## config.mk

```make
export PLATFORM = sky130hd
export DESIGN_NAME = ic_fill_ctrl
export DESIGN_NICKNAME = d
export VERILOG_FILES = /design/src/rtl/ic_fill_ctrl.sv
export SDC_FILE = /design/constraint.sdc
export NUM_CORES = 1
export LEC_CHECK = 0
export CELL_PAD_IN_SITES_DETAIL_PLACEMENT = 2
export CELL_PAD_IN_SITES_GLOBAL_PLACEMENT = 2
export CORE_MARGIN = 1.5
export CORE_UTILIZATION = 32
export DETAILED_ROUTE_END_ITERATION = 10
export PLACE_DENSITY_LB_ADDON = 0.1
export SLEW_MARGIN = 20
export SYNTH_ARGS = -nofsm -noshare
export SYNTH_HDL_FRONTEND = slang
export SYNTH_SLANG_ARGS = --single-unit
```

## constraint.sdc

```tcl
create_clock -name clk -period 21.2 [get_ports clk]
set_input_delay 5.3 -clock clk [delete_from_list [all_inputs] [get_ports clk]]
set_output_delay 5.3 -clock clk [all_outputs]
set_load 0.01 [all_outputs]
```

## src/rtl/ic_fill_ctrl.sv

```systemverilog
// ic_fill_ctrl: I-cache miss responder for a 16-line x 32 B direct-mapped cache.
// It takes one line miss and fetches the 32 B line as BEATS = 256/BUS_W memory
// beats. It assembles the beats into a 256-bit line and presents that line with
// a single-cycle ic_miss_ack pulse. Only one fill is outstanding at a time.
//
// Optional feature macro: IC_FILL_LINEBUF_EN
//   defined   -> a one-entry last-line buffer answers a repeat miss directly
//                (miss -> ACK, with no memory request)
//   undefined -> every miss goes through the memory request and data phases
//
// Ports:
//   clk, rst           clock, asynchronous active-high reset
//   ic_miss            miss request, sampled in IDLE only
//   ic_miss_addr       miss byte address; bits [4:0] are ignored
//   fill_cancel        redirect/flush; drops the fill in progress
//   ic_fill_data       assembled line; beat k sits at [k*BUS_W +: BUS_W]
//   ic_miss_ack        one-cycle pulse; ic_fill_data is valid in this cycle
//   fill_busy          high in every state except IDLE
//   mem_req, mem_addr  line read request and line base address
//   mem_gnt            request accepted (same cycle as mem_req)
//   mem_rvalid         one read beat is on mem_rdata; beats arrive in order
//   mem_rdata          read beat data
module ic_fill_ctrl #(
  parameter int BUS_W  = 64,
  parameter int ADDR_W = 15
) (
  input  logic              clk,
  input  logic              rst,
  input  logic              ic_miss,
  input  logic [ADDR_W-1:0] ic_miss_addr,
  input  logic              fill_cancel,
  output logic [255:0]      ic_fill_data,
  output logic              ic_miss_ack,
  output logic              fill_busy,
  output logic              mem_req,
  output logic [ADDR_W-1:0] mem_addr,
  input  logic              mem_gnt,
  input  logic              mem_rvalid,
  input  logic [BUS_W-1:0]  mem_rdata
);

  localparam int BEATS = 256 / BUS_W;
  localparam int CNT_W = (BEATS > 1) ? $clog2(BEATS) : 1;
  localparam logic [CNT_W-1:0] LAST_BEAT = CNT_W'(BEATS - 1);

  typedef enum logic [1:0] {IDLE, REQ, DATA, ACK} state_t;

  state_t            state, state_nxt;
  logic [CNT_W-1:0]  beat_cnt, beat_cnt_nxt;
  logic              drop, drop_nxt;
  logic [ADDR_W-1:0] mem_addr_nxt;
  logic [255:0]      fill_nxt;
  logic [ADDR_W-1:0] line_addr;
  logic              unused_addr_bits;

  assign line_addr        = {ic_miss_addr[ADDR_W-1:5], 5'b0};
  assign unused_addr_bits = ^ic_miss_addr[4:0];

  assign mem_req     = (state == REQ);
  assign ic_miss_ack = (state == ACK);
  assign fill_busy   = (state != IDLE);

`ifdef IC_FILL_LINEBUF_EN
  logic              lb_valid;
  logic [ADDR_W-1:0] lb_addr;
  logic [255:0]      lb_data;
  logic              lb_hit;

  assign lb_hit = lb_valid && (lb_addr == line_addr);

  // A cancel invalidates the buffer even if it coincides with an ACK, so a
  // redirect never leaves a line behind that could be returned stale.
  always_ff @(posedge clk or posedge rst) begin
    if (rst) begin
      lb_valid <= 1'b0;
      lb_addr  <= '0;
      lb_data  <= '0;
    end else if (fill_cancel) begin
      lb_valid <= 1'b0;
    end else if (state == ACK) begin
      lb_valid <= 1'b1;
      lb_addr  <= mem_addr;
      lb_data  <= ic_fill_data;
    end
  end
`endif

  always_comb begin
    state_nxt    = state;
    beat_cnt_nxt = beat_cnt;
    drop_nxt     = drop;
    mem_addr_nxt = mem_addr;
    fill_nxt     = ic_fill_data;
    unique case (state)
      IDLE: begin
        beat_cnt_nxt = '0;
        drop_nxt     = 1'b0;
        if (ic_miss && !fill_cancel) begin
          mem_addr_nxt = line_addr;
`ifdef IC_FILL_LINEBUF_EN
          if (lb_hit) begin
            fill_nxt  = lb_data;
            state_nxt = ACK;
          end else begin
            state_nxt = REQ;
          end
`else
          state_nxt = REQ;
`endif
        end
      end
      REQ: begin
        if (mem_gnt) begin
          // Once granted, the beats will come, so a cancel here only marks
          // the fill as dropped instead of abandoning the bus transfer.
          state_nxt    = DATA;
          beat_cnt_nxt = '0;
          drop_nxt     = fill_cancel;
        end else if (fill_cancel) begin
          state_nxt = IDLE;
        end
      end
      DATA: begin
        if (fill_cancel) drop_nxt = 1'b1;
        if (mem_rvalid) begin
          fill_nxt[int'(beat_cnt) * BUS_W +: BUS_W] = mem_rdata;
          beat_cnt_nxt = beat_cnt + 1'b1;
          if (beat_cnt == LAST_BEAT) begin
            beat_cnt_nxt = '0;
            if (drop || fill_cancel) begin
              state_nxt = IDLE;
              drop_nxt  = 1'b0;
            end else begin
              state_nxt = ACK;
            end
          end
        end
      end
      ACK: state_nxt = IDLE;
      default: state_nxt = IDLE;
    endcase
  end

  always_ff @(posedge clk or posedge rst) begin
    if (rst) begin
      state        <= IDLE;
      beat_cnt     <= '0;
      drop         <= 1'b0;
      mem_addr     <= '0;
      ic_fill_data <= '0;
    end else begin
      state        <= state_nxt;
      beat_cnt     <= beat_cnt_nxt;
      drop         <= drop_nxt;
      mem_addr     <= mem_addr_nxt;
      ic_fill_data <= fill_nxt;
    end
  end

endmodule

```

Yosys cells after proc, flatten, opt, wreduce, memory -nomap -nowiden:

Cells that the tools add are included.

* word-level logic and storage cells: 47
* input bits: 85
* output and inout port bits: 274
* register bits after elaboration: 271

* $add $sub $neg: 2
* equal/unequal tests: 9
* muxes and demuxes: 18
* reductions and logical operators: 11
* shift operators: 2

Operators with widths (number)
* bitwise mux 256 bit: 1
* variable shift 64 x 33 -> 256 bit (first input constant): 1
* indexed part select 64 x 33 -> 256 bit: 1
* negation 8 -> 33 bit: 1
* two-way mux 2 bit: 9
* one-hot mux 2 bit (4 select lines): 1
* == test 2 bit (second input constant): 3
* inequality test 2 bit (second input constant): 3
* one-hot mux 2 bit (3 select lines): 1
* AND reduction 2 bit: 3
* two-way mux 1 bit: 5
* AND reduction 4 bit: 1
* inequality test 3 x 2 -> 1 bit (second input constant): 1
* one-hot mux 1 bit (3 select lines): 1
* AND reduction 3 bit: 1
* nonzero test 3 bit: 1
* adder 2 x 1 -> 2 bit (second input constant): 1
* == test 2 x 1 -> 1 bit (second input constant): 1
* zero test 2 bit: 1
* inequality test 2 x 1 -> 1 bit (second input constant): 1
* nonzero test 2 bit: 1
* logical AND 1 bit: 1
* zero test 1 bit: 1
* logical OR 1 bit: 1

Depth between registers and ports, before layout:

* depth in word-level cells: 5
* gate-level depth with buffers: 8
* depth with buffers taken out: 5

Worst setup path after synthesis:

No wires, ideal clock.

* path type: input-to-reg
* start point: input port mem_rvalid
* end point: register ic_fill_data[0]
* stages on the path: 5
* buffers on the path: 2
* arrival: 6.368 ns
* library setup time: 0.065 ns
* required time: 21.135 ns
* setup slack: 14.767 ns
* cells stage by stage: buf_2 -> nand2_2 -> nor4_4 -> buf_6 -> a22o_1

* cells in the longest elaborated chain, start to end: 1

RTL lines
* start: declaration: line 38 `input logic mem_rvalid,`
* AND reduction 2 bit (no line)
* end signal: assignment: line 156 `ic_fill_data <= fill_nxt;`
* end: declaration: line 32 `output logic [255:0] ic_fill_data,`

No other way between the ends.
A chain may end at the register's enable or synchronous reset.

Worst setup path after layout:

* start point: input port mem_rvalid
* end point: register ic_fill_data[176]

Same word-level chain as after synthesis.

==> impl_results.md <==
- Compound-Gate Fraction of Synth Area: 0.232
- Fin cells: 1408
- VDD IR-drop max: 0.0572 mV
- Setup TNS: 0 ns
- Hold_sp: ic_fill_data[221]$_DFFE_PP0P_
- Post-synthesis sequential area ratio: 0.683
- Vias: 7424
- Combinational share of power: 0.233
- Switching Share: 0.268
- Hold Path Class: flop to flop
- Slew headroom: 0.299
- Largest net degree at the start of global routing: 76
- Vias/cell: 5.27
- Core area: 0.0306 mm2
- Startpoint Class: input pin
- IO Pins: 359
- Design internal power: 1080 uW
- CP peak stage delay: 0.86 ns
- Starting density of the core: 0.324
- P per Cell Area: 101 mW/mm2
- First-pass GRT wire length: 53.4 mm
- CTS Hold Buffers Added: 0
- CTS resizes: 0
- Vias in the first global route: 8230
- Synthesized flop and latch total: 271
- Die W: 179 um
- Final worst-path cycle share: 0.374
- Multiplexer area fraction after synthesis: 0.0135
- WL/cell: 25.1 um
- First drt pass iteration count: 4
- Worst path arrival time: 8.40 ns
- Simple-gate portion of the synthesized area: 0.0183
- DRC Markers: 0
- Final setup vio count: 0
- CTS Buf Count: 29
- Unrepaired setup endpoints after global routing: no
- Initial antenna violation count: 1
- Final ANT Viol Nets: 0
- Leakage: 0.00659 uW
- Yosys warns: 0
- Clock share of power: 0.340
- Syn Inst Count: 652
- Area of the mapped netlist: 0.00993 mm2
- Main combinational cell family by area after synthesis: compound AO/OA/AOI/OAI gates
- Hold Vio Cnt, Final: 0
- CP startpoint: mem_rvalid
- Synth-to-Final Area Change: 47.7%
- CP max FO: 65
- Slew of the pin with the lowest slew margin: 1.05 ns
- Fillcell total: 2952
- Maxcap violations: 0
- Clock-pin slew on the worst setup and hold paths: 0.06 ns
- Num Clock Sinks: 271
- XOR/XNOR Fraction of Synth Area: 0
- Final wirelength: 35.3 mm
- Die height: 179 um
- Syn avg cell area: 15.2 um2
- Sw Pwr: 396 uW
- CTS tree: built
- CP max stage cell: nand3_4
- Net count reported at finish: 1085
- Post-synth cell types: 30
- Die area: 0.0321 mm2
- Req. time, crit path: 21.67 ns
- Clock buffer depth: 3
- CTS H-Tree Depth: 1
- Commonest non-fill, non-tap cell in the layout: clkdlybuf4s50_1
- GRT Util Overall: 0.219
- Sequential Power Share: 0.427
- Postcts setup bufs: 0
- PortBufs: 348
- Worst Skew: 0.00732 ns
- Crit end category: flop
- GP Congestion: 0.731
- Clock tree root buffer cell: clkbuf_16
- Worst path cell trace: clkdlybuf4s50_1 -> nand3_4 -> nor4b_2 -> buf_4 -> a22o_1
- Post-synthesis adder-cell area fraction: 0.0139
- FP Rows: 64
- Max-slew violations: 0
- Fmax: 126 MHz
- Crit path kind: input pin to flop
- Placed wire-length estimate: 22.4 mm
- Total grt overflow: 0
- Outcome: finished, final reports clean
- Tmin final: 7.93 ns
- Placed Instances: 1354
- R2R Path Start: state[0]$_DFFE_PP0P_
- Later-pin clock latency in the skew report: 0.53 ns
- Most frequent cells in the layout: clkdlybuf4s50_1, dfrtp_1, a22o_1, clkbuf_16, buf_4
- Initial DRC Count: 344
- Share of cells above drive strength 1: 0.0801
final timing paths:
path | end | slack [ns] | depth (start not counted)
worst max register to register | ic_fill_data[87]$_DFFE_PP0P_ | 17.75 | 6
worst min-delay path | ic_fill_data[221]$_DFFE_PP0P_ | 0.50 | 1
worst min register to register | ic_fill_data[221]$_DFFE_PP0P_ | 0.50 | 1
max in group asynchronous | state[1]$_DFFE_PP0P_ | 13.91 | 4
min in group asynchronous | ic_fill_data[156]$_DFFE_PP0P_ | 5.24 | 2
worst max-delay path | ic_fill_data[176]$_DFFE_PP0P_ | 13.27 | 5
power by group through the flow:
| stage | Sequential, uW | Clock [uW] | Combinational (uW) |
|---|---|---|---|
| finish | 633 | 504 | 345 |
| floorplan | 667 | 0 | 109 |
| global placement | 636 | 0 | 342 |
| CTS | 633 | 518 | 351 |
| detailed placement | 640 | 0 | 349 |
| global route | 642 | 538 | 373 |
layout make-up:
type                            instances  area, um2  area share
Tap cell                              396        495      0.0338
Clock inverter                         10        103     0.00700
Inverter                                9       41.3     0.00282
Timing Repair Buffer                  360       3570       0.244
Sequential cell                       271       6780       0.462
Multi-Input combinational cell        318       2830       0.193
Clock buffer                           43        838      0.0572
Antenna cell                            1       2.50    0.000171
stage by stage:
stage / area, um2 / worst slack [ns] / hold WS [ns] / utilization / total power (uW)
finish: 14700 / 13.27 / 0.497 / 0.479 / 1480
global route: 14700 / 13.07 / 0.515 / 0.479 / 1550
CTS: 14700 / 13.19 / 0.503 / 0.479 / 1500
detailed placement: 13700 / 12.63 / 0.482 / 0.449 / 988
global placement: 13700 / 12.73 / 0.481 / 0.449 / 979
floorplan: 9940 / 8.43 / 0.458 / - / 777
per-layer routing:
layer,share of wire,vias up,global-route usage
met3,0.078,45,0.0666
met2,0.47,274,0.350
met4,0.024,0,0.0606
li1,-,3173,-
met1,0.43,3932,0.288
met5,0,-,0
worst max-delay path, delay by kind of cell:
kind / cells / cell delay, ns
simple gates: 2 / 1.42
buf+inv: 2 / 1.38
compound gates: 1 / 0.24
cells by family (layout without fill, tap and decap cells):
family	Yosys count	after routing
other cells	1	6
mux	12	12
buf+inv	67	422
compound gates	264	264
fa+ha+maj	11	11
flops	271	271
simple gates	26	26
cells in the mapped netlist:
library cell	count	area, um2
a211o_1	2	17.5
a21boi_0	1	7.51
a21oi_1	1	5.00
a221oi_1	1	8.76
a22o_1	259	2270
buf_1	1	3.75
buf_2	16	80.1
buf_4	5	37.5
buf_6	12	135
clkbuf_1	24	90.1
conb_1	1	3.75
dfrtp_1	271	6780
ha_1	11	138
inv_1	8	30.0
inv_2	1	3.75
mux2_2	11	124
mux2i_1	1	10.0
nand2_1	3	11.3
nand2_2	1	6.26
nand2b_1	2	12.5
nand3_1	5	25.0
nand3b_1	1	7.51
nor2_1	2	7.51
nor2b_1	2	12.5
nor3_1	4	20.0
nor4_2	1	12.5
nor4_4	2	42.5
nor4b_1	1	8.76
or2_2	1	6.26
or3b_2	1	8.76
flip-flops by register name (all words and copies together), names as in the netlist:
register      cells
mem_addr         10
ic_fill_data    256
drop              1
state             2
beat_cnt          2
Power figures use the tool's default switching activity.
